File: config.mk
export PLATFORM = sky130hd
export DESIGN_NAME = ext_pipe_flat
export DESIGN_NICKNAME = d
export VERILOG_FILES = /design/src/rtl/ext_pipe_if.sv /design/src/rtl/ext_pipe.sv /design/src/flat_wrapper.sv
export SDC_FILE = /design/constraint.sdc
export NUM_CORES = 1
export LEC_CHECK = 0
export CORE_MARGIN = 3
export CORE_UTILIZATION = 55
export DETAILED_ROUTE_END_ITERATION = 8
export PLACE_DENSITY_LB_ADDON = 0.12
export SLEW_MARGIN = 20
export SYNTH_ARGS = -nofsm -noshare
export SYNTH_HDL_FRONTEND = slang
export SYNTH_SLANG_ARGS = --single-unit
File: constraint.sdc
create_clock -name clk -period 4.4 [get_ports clk]
set_input_delay 0.88 -clock clk [delete_from_list [all_inputs] [get_ports clk]]
set_output_delay 0.88 -clock clk [all_outputs]
set_load 0.01 [all_outputs]
File: src/rtl/ext_pipe_if.sv
// Handshake bundle for ext_pipe: upstream beat (immediate, mode, tag) and downstream result.
// The slave side is the extension unit; the master side is whoever feeds and drains it.
interface ext_pipe_if #(
    parameter int IMM_W  = 16,
    parameter int DATA_W = 32,
    parameter int TAG_W  = 5
);
    logic              in_valid;
    logic              in_ready;
    logic [IMM_W-1:0]  in_imm;
    logic [1:0]        in_op;
    logic [TAG_W-1:0]  in_tag;
    logic              out_valid;
    logic              out_ready;
    logic [DATA_W-1:0] out_data;
    logic [TAG_W-1:0]  out_tag;

    modport master (
        output in_valid, in_imm, in_op, in_tag, out_ready,
        input  in_ready, out_valid, out_data, out_tag
    );

    modport slave (
        input  in_valid, in_imm, in_op, in_tag, out_ready,
        output in_ready, out_valid, out_data, out_tag
    );
endinterface

File: src/rtl/ext_pipe.sv
// Pipelined immediate extender: combinational zero/sign/high/branch-offset extension
// registered into a main slot backed by a one-entry skid slot, plus a wrapping beat counter.
module ext_pipe #(
    parameter int IMM_W  = 16,
    parameter int DATA_W = 32,
    parameter int TAG_W  = 5,
    parameter int CNT_W  = 16
) (
    input  logic             clk,
    input  logic             rst,
    input  logic             flush,
    ext_pipe_if.slave        bus,
    output logic [CNT_W-1:0] beat_cnt
);
    localparam int EXT_W = DATA_W - IMM_W;

    logic [DATA_W-1:0] w_zext;
    logic [DATA_W-1:0] w_sext;
    logic [DATA_W-1:0] w_high;
    logic [DATA_W-1:0] w_ext;
    logic              w_inReady;
    logic              w_accept;
    logic              w_emit;

    logic              r_mainValid;
    logic [DATA_W-1:0] r_mainData;
    logic [TAG_W-1:0]  r_mainTag;
    logic              r_skidValid;
    logic [DATA_W-1:0] r_skidData;
    logic [TAG_W-1:0]  r_skidTag;
    logic [CNT_W-1:0]  r_beatCnt;

    assign w_zext = {{EXT_W{1'b0}}, bus.in_imm};
    assign w_sext = {{EXT_W{bus.in_imm[IMM_W-1]}}, bus.in_imm};
    assign w_high = {bus.in_imm, {EXT_W{1'b0}}};

    // Branch offset: shifting the full sign extension left by 2 drops its top two bits.
    always_comb begin
        w_ext = w_zext;
        unique case (bus.in_op)
            2'b00: w_ext = w_zext;
            2'b01: w_ext = w_sext;
            2'b10: w_ext = w_high;
            2'b11: w_ext = w_sext << 2;
        endcase
    end

    assign w_inReady = !r_skidValid && !flush && !rst;
    assign w_accept  = bus.in_valid && w_inReady;
    assign w_emit    = r_mainValid && bus.out_ready;

    always_ff @(posedge clk) begin
        if (rst) begin
            r_mainValid <= 1'b0;
            r_mainData  <= '0;
            r_mainTag   <= '0;
            r_skidValid <= 1'b0;
            r_skidData  <= '0;
            r_skidTag   <= '0;
            r_beatCnt   <= '0;
        end else if (flush) begin
            r_mainValid <= 1'b0;
            r_skidValid <= 1'b0;
        end else begin
            if (w_accept) begin
                r_beatCnt <= r_beatCnt + 1'b1;
            end
            if (w_emit && r_skidValid) begin
                r_mainData  <= r_skidData;
                r_mainTag   <= r_skidTag;
                r_skidValid <= 1'b0;
            end else if (!r_mainValid || w_emit) begin
                r_mainValid <= w_accept;
                if (w_accept) begin
                    r_mainData <= w_ext;
                    r_mainTag  <= bus.in_tag;
                end
            end else if (w_accept) begin
                r_skidValid <= 1'b1;
                r_skidData  <= w_ext;
                r_skidTag   <= bus.in_tag;
            end
        end
    end

    assign bus.in_ready  = w_inReady;
    assign bus.out_valid = r_mainValid;
    assign bus.out_data  = r_mainData;
    assign bus.out_tag   = r_mainTag;
    assign beat_cnt      = r_beatCnt;
endmodule

File: src/flat_wrapper.sv
// flat-port wrapper written by rule: the top's interface ports become plain ports
module ext_pipe_flat 
#(
    parameter int IMM_W  = 16,
    parameter int DATA_W = 32,
    parameter int TAG_W  = 5,
    parameter int CNT_W  = 16
)
  (clk, rst, flush, beat_cnt, bus_in_valid, bus_in_imm, bus_in_op, bus_in_tag, bus_out_ready, bus_in_ready, bus_out_valid, bus_out_data, bus_out_tag);
  ext_pipe_if #(.IMM_W(IMM_W), .DATA_W(DATA_W), .TAG_W(TAG_W)) bus_i ();
  input  logic clk;
  input  logic rst;
  input  logic flush;
  output logic [CNT_W-1:0] beat_cnt;
  input wire logic [$bits(bus_i.in_valid)-1:0] bus_in_valid;
  input wire logic [$bits(bus_i.in_imm)-1:0] bus_in_imm;
  input wire logic [$bits(bus_i.in_op)-1:0] bus_in_op;
  input wire logic [$bits(bus_i.in_tag)-1:0] bus_in_tag;
  input wire logic [$bits(bus_i.out_ready)-1:0] bus_out_ready;
  output wire logic [$bits(bus_i.in_ready)-1:0] bus_in_ready;
  output wire logic [$bits(bus_i.out_valid)-1:0] bus_out_valid;
  output wire logic [$bits(bus_i.out_data)-1:0] bus_out_data;
  output wire logic [$bits(bus_i.out_tag)-1:0] bus_out_tag;
  assign bus_i.in_valid = bus_in_valid;
  assign bus_i.in_imm = bus_in_imm;
  assign bus_i.in_op = bus_in_op;
  assign bus_i.in_tag = bus_in_tag;
  assign bus_i.out_ready = bus_out_ready;
  assign bus_in_ready = bus_i.in_ready;
  assign bus_out_valid = bus_i.out_valid;
  assign bus_out_data = bus_i.out_data;
  assign bus_out_tag = bus_i.out_tag;
  ext_pipe #(.IMM_W(IMM_W), .DATA_W(DATA_W), .TAG_W(TAG_W), .CNT_W(CNT_W)) u_core (.clk(clk), .rst(rst), .flush(flush), .bus(bus_i), .beat_cnt(beat_cnt));
endmodule
==> reports/summary.md <==
## Status
* status: complete, no violations

## Synth
* commonest cells in the synthesized netlist: sky130_fd_sc_hd__dfxtp_1 (92), sky130_fd_sc_hd__nor2_1 (65), sky130_fd_sc_hd__a21oi_1 (58), sky130_fd_sc_hd__nand2_1 (42), sky130_fd_sc_hd__a211oi_1 (31)
* number of synthesized flops with an enable pin: 0
* number of synthesized register bits: 92
* leading cell types by total area after synthesis: sky130_fd_sc_hd__dfxtp_1 (46%), sky130_fd_sc_hd__a21oi_1 (7.2%), sky130_fd_sc_hd__nor2_1 (6.0%), sky130_fd_sc_hd__a211oi_1 (5.8%), sky130_fd_sc_hd__nand2_1 (3.9%)
* Syn Nets: 507
* distinct cell type count of the synthesized netlist: 41
* share of the yosys chip area belonging to registers: 45.52%
* main flop type after synthesis: sky130_fd_sc_hd__dfxtp_1
* synthesis warning total: 0
* most numerous cell in the Yosys netlist: sky130_fd_sc_hd__dfxtp_1
* Cell Area, Synth: 4046 um2
* Synth top area share: 45.52%
* asr flop ratio synth: 0%
* post-synthesis average cell area: 8.465 um2
* cell count after synthesis: 478
* leading area contributor after synthesis: sky130_fd_sc_hd__dfxtp_1

## Timing
* maximum frequency from static timing analysis: 0.3140 GHz
* minimum clock period: 3.185 ns
* number of pins with negative max-slew slack in the final report: 0
* RSZ-0062 raised after global routing: false
* relative slew slack: 37.96%
* Final Cycle Share: 72.38%
* final hold vios: 0
* number of failing setup endpoints in the final timing report: 0
* actual transition at the worst max-transition pin: 0.9287 ns
* setup TNS: 0 ns
* worst hold slack after final layout: 0.4596 ns
* clk_skew: 0.01346 ns

## Die
* die boundary width: 91.78 um
* Core Area: 6944 um2
* cell row count: 30
* starting density of the core: 58.27%
* DIE AREA: 8423 um2
* die height: 91.78 um
* number of primary I/O pins: 83

## Setup path
* Reg2Reg Depth: 5
* Critical Path AT: 2.30 ns
* Startpoint Class: input port
* launching point of the worst reg2reg path: u_core.bus.out_valid
* Crit. Startpoint: flush
* maximum net fanout on the critical path: 10
* category of the critical setup timing path: input port to output pin
* Worst EP required: 3.52 ns
* CP endpoint kind: output pin
* worst reg2reg endpoint: u_core.bus.out_data[26]
* flop2flop setup slack: 2.14 ns

## Routing
* number of vias per cell: 5.771
* initial detailed-routing violation count: 185
* vias post-DR: 3,699
* DRC errors left: 0
* remaining antenna violation count: 0
* WL/cell: 14.85 um
* total detailed-routing wirelength: 9.519 mm
* Pre-antenna DRT Iters: 4

## CTS
* clock sink count: 92
* clock insertion delay at the later pin of the skew report: 0.35 ns
* count of cells resized by post-cts repair: 0
* Root Driver: sky130_fd_sc_hd__clkbuf_8
* maximum count of clock buffers along a single path: 2
* total setup buffers inserted after CTS: 0
* CTS HTree Levels: 3
* TritonCTS clock tree: built
* clock slew at the register clock pins of the worst setup and hold paths: 0.08 ns
* number of hold-repair buffers added at the cts stage: 0
* Inserted Clock Buffers: 9

## Cells and area
* number of nets at the end of the flow: 569
* layout cells sized above 1: 6.055%
* layout overhead on the synthesized area: 25.66%
* total inserted antenna cells: 0

## Pwr
* leakage power figure: 1.838 nW
* Tot Pwr: 1.597 mW
* areal power density over the cells: 314.1 nW/um2
* Worst VDD drop: 0.0001718 V

## Min path
* source of the worst hold timing path: u_core.r_skidTag[2]
* sink of the worst hold path: u_core.r_skidTag[2]
* hold-critical path depth: 2
* Min-Delay Path Class: flip-flop to flip-flop

## GRT
* vias in the first global route: 3,371
* GRT Total Usage: 22.66%
* number of antenna violations at the first check in global routing: 0
* global-route wire length before repair: 15.76 mm
* pin count of the biggest net entering global routing: 72
* grt total ovfl: 0

## Placement
* last weighted congestion value of the routability-driven placer: 0.9127
* Port-buffer cells: 82
* final HPWL from detailed placement: 6.492 mm

## Job
* reported max-cap violation count: 0

[per-layer routing]
layer / up-vias / track usage, % / routed length, um
li1: 1806 / - / -
met1: 1771 / 29.89 / 4163
met3: 14 / 3.363 / 460
met5: - / 0 / 0
met4: 0 / 8.787 / 142
met2: 108 / 37.43 / 4752
[how the worst max path moves through the flow]
stage                                      end  slack [ns]  depth (start not counted)
after floorplan            u_core.beat_cnt[15]        1.92                          5
after global placement            bus_in_ready        1.24                          3
after detailed placement  u_core.r_skidData[8]        1.16                          6
after CTS                         bus_in_ready        1.21                          3
after global routing              bus_in_ready        1.15                          3
final                             bus_in_ready        1.22                          3
[flip-flops by register name, summed over array words and instances, names as in the netlist]
name,flops
u_core.bus.out_tag,5
u_core.beat_cnt,16
u_core.bus.out_valid,1
u_core.r_skidTag,5
u_core.bus.out_data,32
u_core.r_skidData,32
u_core.r_skidValid,1
[worst max-delay path, stage by stage]
cell                              delay (ns)
sky130_fd_sc_hd__clkdlybuf4s50_1        0.61
sky130_fd_sc_hd__nor3_1                 0.25
sky130_fd_sc_hd__clkdlybuf4s50_1        0.56
[final cells by class]
class	count	area (um2)
Fill cell	542	1859
Clock buffer	11	141.4
Multi-Input combinational cell	345	2041
Inverter	3	11.26
Timing Repair Buffer	89	868.3
Sequential cell	92	1842
Tap cell	96	120.1
Clock inverter	5	61.31
[per-stage QoR]
| stage | worst slack, ns | cells | area [um2] | util (%) |
|---|---|---|---|---|
| 3_5_place_dp | 1.163 | 625 | 4881 | 70.29 |
| 4_1_cts | 1.210 | 641 | 5084 | 73.21 |
| 5_1_grt | 1.146 | 641 | 5085 | 73.23 |
| 3_3_place_gp | 1.235 | 625 | 4881 | 70.29 |
| 6_report | 1.215 | 641 | 5085 | 73.23 |
| 2_1_floorplan | 1.921 | 478 | 4046 | - |
[layout by cell type, fill, tap and decap left out, types with 2 or more instances in the layout]
cell / Yosys / routed
sky130_fd_sc_hd__o211ai_1: 3 / 3
sky130_fd_sc_hd__and2_0: 2 / 2
sky130_fd_sc_hd__nand2_1: 42 / 42
sky130_fd_sc_hd__dfxtp_1: 92 / 92
sky130_fd_sc_hd__clkdlybuf4s50_1: 0 / 81
sky130_fd_sc_hd__nor2b_1: 19 / 18
sky130_fd_sc_hd__o21ai_0: 20 / 20
sky130_fd_sc_hd__xnor2_1: 5 / 5
sky130_fd_sc_hd__a211oi_1: 31 / 31
sky130_fd_sc_hd__nand2b_1: 4 / 4
sky130_fd_sc_hd__xor2_1: 5 / 5
sky130_fd_sc_hd__a311oi_1: 6 / 6
sky130_fd_sc_hd__nand4_1: 5 / 5
sky130_fd_sc_hd__a22o_1: 15 / 15
sky130_fd_sc_hd__and3_1: 4 / 3
sky130_fd_sc_hd__inv_1: 3 / 3
sky130_fd_sc_hd__a21oi_1: 58 / 58
sky130_fd_sc_hd__nor2_1: 65 / 65
sky130_fd_sc_hd__or3_1: 4 / 4
sky130_fd_sc_hd__clkinvlp_4: 0 / 3
sky130_fd_sc_hd__clkbuf_8: 0 / 10
sky130_fd_sc_hd__nor3_1: 4 / 4
sky130_fd_sc_hd__nand3b_1: 2 / 2
sky130_fd_sc_hd__nand3_1: 5 / 5
sky130_fd_sc_hd__buf_4: 4 / 7
sky130_fd_sc_hd__nor3b_1: 18 / 18
sky130_fd_sc_hd__a21o_1: 14 / 14
[report_power, final]
group / internal (mW) / switching [mW] / total (mW)
Clock: 0.279 / 0.296 / 0.575
Combinational: 0.0780 / 0.0871 / 0.165
Sequential: 0.848 / 0.00929 / 0.857
Total: 1.20 / 0.392 / 1.60
[logic make-up after synthesis]
family	share of synthesized area, %
adders and majority gates	0.3092
xor gates and xnor gates	2.164
buffers and inverters	4.576
DFF	45.52
AOI/OAI and AO/OA	24.06
muxes	0.6492
and+or+nand+nor	22.73
(Power assumes the default switching activity.)
==> RTL edit 1: new RTL, same flow settings <==
`IMM_W` is set to 16 in 3 places; all go to 32.
--- a/src/rtl/ext_pipe_if.sv
+++ b/src/rtl/ext_pipe_if.sv
@@ -2,5 +2,5 @@
 // The slave side is the extension unit; the master side is whoever feeds and drains it.
 interface ext_pipe_if #(
-    parameter int IMM_W  = 16,
+    parameter int IMM_W  = 32,
     parameter int DATA_W = 32,
     parameter int TAG_W  = 5
--- a/src/rtl/ext_pipe.sv
+++ b/src/rtl/ext_pipe.sv
@@ -2,5 +2,5 @@
 // registered into a main slot backed by a one-entry skid slot, plus a wrapping beat counter.
 module ext_pipe #(
-    parameter int IMM_W  = 16,
+    parameter int IMM_W  = 32,
     parameter int DATA_W = 32,
     parameter int TAG_W  = 5,
--- a/src/flat_wrapper.sv
+++ b/src/flat_wrapper.sv
@@ -2,5 +2,5 @@
 module ext_pipe_flat 
 #(
-    parameter int IMM_W  = 16,
+    parameter int IMM_W  = 32,
     parameter int DATA_W = 32,
     parameter int TAG_W  = 5,
Ports: changed (resized bus_in_imm); port bits go from 83 to 99. No check against the original RTL was run, so the function may have changed too.
==> RTL edit 1 against the unedited design <==
  * Via count decreased by 7.2%
  * Routed wire length down 5.1%
  * Clock skew down 5.5 ps
  * Worst setup slack improved by 120 ps
  * Critical endpoint unchanged
  * Cell area rose by 1.0%
  * Area after synthesis down 3.0%
  * Sequential cell count stayed put
  * Power is 0.74% higher
  * First-iteration DRC count decreased by 30%
  * Hold slack improved by 3.1 ps
==> RTL edit 1: results (changes against the unedited design) <==
- Synth cell types: 37, -9.8%
- post-CTS setup buffer count: 0, unchanged
- ranking of synthesized cells by instance count: dfxtp_1, nand2_1, nor2_1
- reg-to-reg setup timing slack: 2020 ps, -120 ps
- total wirelength of the detailed-routed design: 9040 µm, -5.1%
- Detail Placement HPWL: 6270 µm, -3.4%
- DP Worst Slack: 959 ps, -204 ps
- static leakage: 1.89 nW, +2.6%
- DP Cell Count: 605, -3.2%
- antenna violations before repair: 0, unchanged
- First DRT Iteration DRCs: 130, -30%
- Nets: 565, -0.70%
- ranking of synthesized cells by area: dfxtp_1, mux2i_1, a22o_1
- startpoint of the lowest-slack register-to-register path: u_core.r_skidValid
- maximum vdd drop: 0.196 mV, +14%
- peak fanout along the critical path: 6, -4
- via count: 3432, -7.2%
- via count of the first global-routing pass: 3254, -3.5%
- Synth Flop Type: dfxtp_1
- result of the run: complete, no violations
- wire length of the first global-routing pass: 15100 µm, -3.9%
- Non-Filler Instances: 621, -3.1%
- CTS clock-pin slew for the worst setup and hold paths: 80 ps, about the same
- fraction of the yosys area taken by sequential cells: 0.469, +0.0141
- number of port buffers: 98, +20%
- Gates resized, CTS repair: 0, unchanged
- detailed-router iteration count before antenna repair: 4, unchanged
- total placed instance area: 4930 µm², +1.1%
- hold_sp: u_core.r_skidTag[1]
- worst-case headroom to the max-slew limit: 0.351, -0.0289
- post-synthesis average cell area: 8.94 µm², +5.6%
- ratio of cells with drive above 1 in the final layout: 0.0724, +0.0118
- clk_lat worst skew: 350 ps, about the same
- number of CTS-inserted buffers: 9, unchanged
- global router's overall resource usage: 0.222, -0.00418
- synthesized netlist net count: 484, -4.5%
- share of async-settable or async-resettable flops after synthesis: 0, unchanged
- maximum number of pins on one net before global-route repair: 45, -38%
- Hold Path Sink: u_core.r_skidTag[1]
- diodes inserted: 0, unchanged
- weighted congestion reported at the end of routability-driven placement: 0.778, -15%
- worst r2r dst: u_core.r_skidData[18]
- worst-case clock skew: 7.93 ps, -5.53 ps
==> RTL edit 1: cell count changes in the layout (fill, tap and decap cells not counted), moves of 5 or more <==
cell,change
a21oi_1,-46
mux2i_1,+30
nand2_1,+19
nor3b_1,-18
clkdlybuf4s50_1,+16
a22o_1,+15
a21o_1,-14
nor2_1,-14
nor2b_1,-14
o21ai_0,+11
nand3_1,+5
==> RTL edit 1: worst max-delay path by stage <==
stage / endpoint / slack, ps / depth (start not counted)
2_1_floorplan: bus_in_ready / 1800 / 4
3_3_place_gp: u_core.r_skidData[23] / 1090 / 6
3_5_place_dp: u_core.r_skidData[27] / 960 / 6
4_1_cts: bus_in_ready / 1320 / 3
5_1_grt: u_core.r_skidData[26] / 1020 / 6
6_report: bus_in_ready / 1330 / 3
==> RTL edit 1: through the flow <==
stage | hold slack [ps] | power [mW]
5_1_grt | 483 | 1.66
6_report | 463 | 1.61
4_1_cts | 460 | 1.62
3_5_place_dp | 448 | 1.06
3_3_place_gp | 442 | 1.05
2_1_floorplan | 437 | 0.963
==> RTL edit 1: worst max-delay path, stage by stage <==
cell             delay, ps
clkdlybuf4s50_1        520
nor3_1                 220
clkdlybuf4s50_1        570
==> RTL edit 1: logic make-up (layout without fill, tap and decap cells) <==
logic type               Yosys count  in the layout  synth area share
adder cells (fa/ha/maj)            1              1           0.00319
buffers and inverters             38            124            0.0411
multiplexers                      33             33            0.0851
XOR/XNOR                           9              9            0.0201
flip-flops                        92             92             0.469
AO/OA/AOI/OAI                    115            115             0.207
AND/OR/NAND/NOR                  151            151             0.175
==> RTL edit 1: where the power goes <==
group | total [mW] | internal, mW | switching [mW]
Sequential | 0.860 | 0.849 | 0.0105
Clock | 0.572 | 0.292 | 0.280
Combinational | 0.177 | 0.0949 | 0.0822
Total | 1.61 | 1.24 | 0.373
==> RTL edit 1: layer usage <==
layer	track usage	share of wire	up-vias
li1	-	-	1726
met1	0.292	0.45	1604
met2	0.373	0.48	94
met3	0.0358	0.054	8
met4	0.0740	0.010	0
met5	0	0	-
==> RTL edit 1: cell type report <==
| type | count | area [µm²] |
|---|---|---|
| Fill cell | 517 | 1730 |
| Timing Repair Buffer | 105 | 1030 |
| Inverter | 3 | 11.3 |
| Sequential cell | 92 | 1840 |
| Clock buffer | 12 | 155 |
| Tap cell | 96 | 120 |
| Multi-Input combinational cell | 309 | 1930 |
| Clock inverter | 4 | 47.5 |
==> RTL edit 2: new RTL, config.mk and constraints unchanged <==
Made on the original files. Make the reset (`rst`) asynchronous in one clocked block.
--- a/src/rtl/ext_pipe.sv
+++ b/src/rtl/ext_pipe.sv
@@ -50,5 +50,5 @@
     assign w_emit    = r_mainValid && bus.out_ready;
 
-    always_ff @(posedge clk) begin
+    always_ff @(posedge clk or posedge rst) begin
         if (rst) begin
             r_mainValid <= 1'b0;
Behaviour: differs if rst is asserted again (counterexample within 4 cycles, from zero or initial values and one cycle with rst high); with rst held inactive, the same outputs for 4 cycles.
==> RTL edit 2 against the unedited design <==
  * Sequential cell count stayed put
  * Core utilization is 0.82 points higher
  * Worst setup slack better by 140 ps
  * Die area up 0.69%
  * Cell area is 1.7% higher
  * Hold slack gained 16 ps
  * Final cell count decreased by 11%
  * Routed wire length is 7.2% lower
  * Area after synthesis increased by 0.74%
Power is not compared: it rests on default switching activity, and its combinational part moved more than twofold at a synthesized area within 25%.
==> RTL edit 2: results (changes against the unedited design) <==
- hold bufs inserted after CTS: 0, unchanged
- Synth cell types: 29, -29%
- maximum vdd drop: 0.255 mV
- post-CTS setup buffer count: 0, unchanged
- highest clock rate: 328 MHz, +4.5%
- post-synthesis instance area: 4080 µm², +0.74%
- fraction of the yosys area taken by sequential cells: 0.565, +0.110
- post-synthesis to final-layout area growth: 26.8%
- worst-case clock skew: 12.2 ps, -1.30 ps
- Synth Flop Type: dfrtp_1
- number of warning messages in the yosys log: 0, unchanged
- number of CTS-inserted buffers: 9, unchanged
- clk_lat worst skew: 360 ps
- ranking of synthesized cells by area: dfrtp_1, mux2_2, o21ai_0
- startpoint of the lowest-slack register-to-register path: u_core.r_skidValid
- maximum number of pins on one net before global-route repair: 62, -14%
- data arrival time at the worst-slack endpoint: 2170 ps, -130 ps
- Detail Placement HPWL: 6050 µm, -6.8%
- DP Worst Slack: 1290 ps, +124 ps
- antenna violations before repair: 0, unchanged
- total wirelength of the detailed-routed design: 8830 µm, -7.2%
- hold_sp: u_core.beat_cnt[15]
- post-synthesis average cell area: 10.2 µm², +21%
- synthesized netlist net count: 428, -16%
- First DRT Iteration DRCs: 241, +30%
- weighted congestion reported at the end of routability-driven placement: 0.881, -3.5%
- ranking of synthesized cells by instance count: dfrtp_1, nand2_1, o21ai_0
- DP Cell Count: 553, -12%
- Hold WS: 476 ps, +16.3 ps
- global router's overall resource usage: 0.224, -0.00271
- number of port buffers: 82, unchanged
- reg-to-reg setup timing slack: 2220 ps, +80 ps
- wire length of the first global-routing pass: 15100 µm, -4.2%
- Worst Max-Slew Pin Slew: 1040 ps, +107 ps
- ratio of cells with drive above 1 in the final layout: 0.0930, +0.0325
- static leakage: 2.45 nW
- count of clock tree sinks: 92, unchanged
- drt via density: 5.57, -3.5%
- peak fanout along the critical path: 6, -4
- via count: 3168, -14%
- total placed instance area: 4960 µm², +1.6%
- maximum root-to-sink buffer count: 2, unchanged
- number of fill cells: 534, -1.5%
- Nets: 497, -13%
- share of async-settable or async-resettable flops after synthesis: 1.00, +1.00
- result of the run: complete, no violations
==> RTL edit 2: changes by cell type in the layout (fill, tap and decap cells not counted), moves of 18 or more <==
cell | unedited run | this run
dfxtp_1 | 92 | 0
o21ai_0 | 20 | 41
nor3b_1 | 18 | 0
nor2_1 | 65 | 35
dfrtp_1 | 0 | 92
a21oi_1 | 58 | 33
mux2_2 | 1 | 19
==> RTL edit 2: final timing paths <==
path	end	depth (start not counted)
min in group asynchronous	u_core.r_skidValid	2
max in group asynchronous	u_core.beat_cnt[2]	3
worst max register to register	u_core.r_skidData[9]	5
worst min-delay path	u_core.beat_cnt[15]	1
worst max-delay path	bus_in_ready	3
worst min register to register	u_core.beat_cnt[15]	1
==> RTL edit 2: area by class of cell <==
cell class,count,area share
sequential,92,0.445
multi-input combinational,274,0.321
inverter,6,0.00460
clock buffer,11,0.0293
tap,96,0.0232
timing repair buffer,85,0.166
clock inverter,5,0.0114
==> RTL edit 2: logic make-up after synthesis <==
logic type	share of synthesized area
compound gates	0.180
xor+xnor	0.0322
fa+ha+maj	0.00307
buf+inv	0.0307
flops	0.565
mux	0.0672
simple gates	0.122
==> RTL edit 2: worst max-delay path, cell delays in order <==
cell and delay [ps]:
clkdlybuf4s50_1 500, nor3_1 220, clkdlybuf4s50_1 570
==> RTL edit 2: power breakdown <==
part / leakage (nW) / internal, mW / switching (mW)
combinational: 1.14 / 0.266 / 0.199
clock: 0.102 / 0.295 / 0.298
sequential: 1.21 / 0.979 / 0.0899
total: 2.45 / 1.54 / 0.586
==> RTL edit 2: layer usage <==
layer | track usage | share of wire
met1 | 0.287 | 0.42
met3 | 0.0509 | 0.062
met4 | 0.0730 | 0.016
met5 | 0 | 0
met2 | 0.377 | 0.50
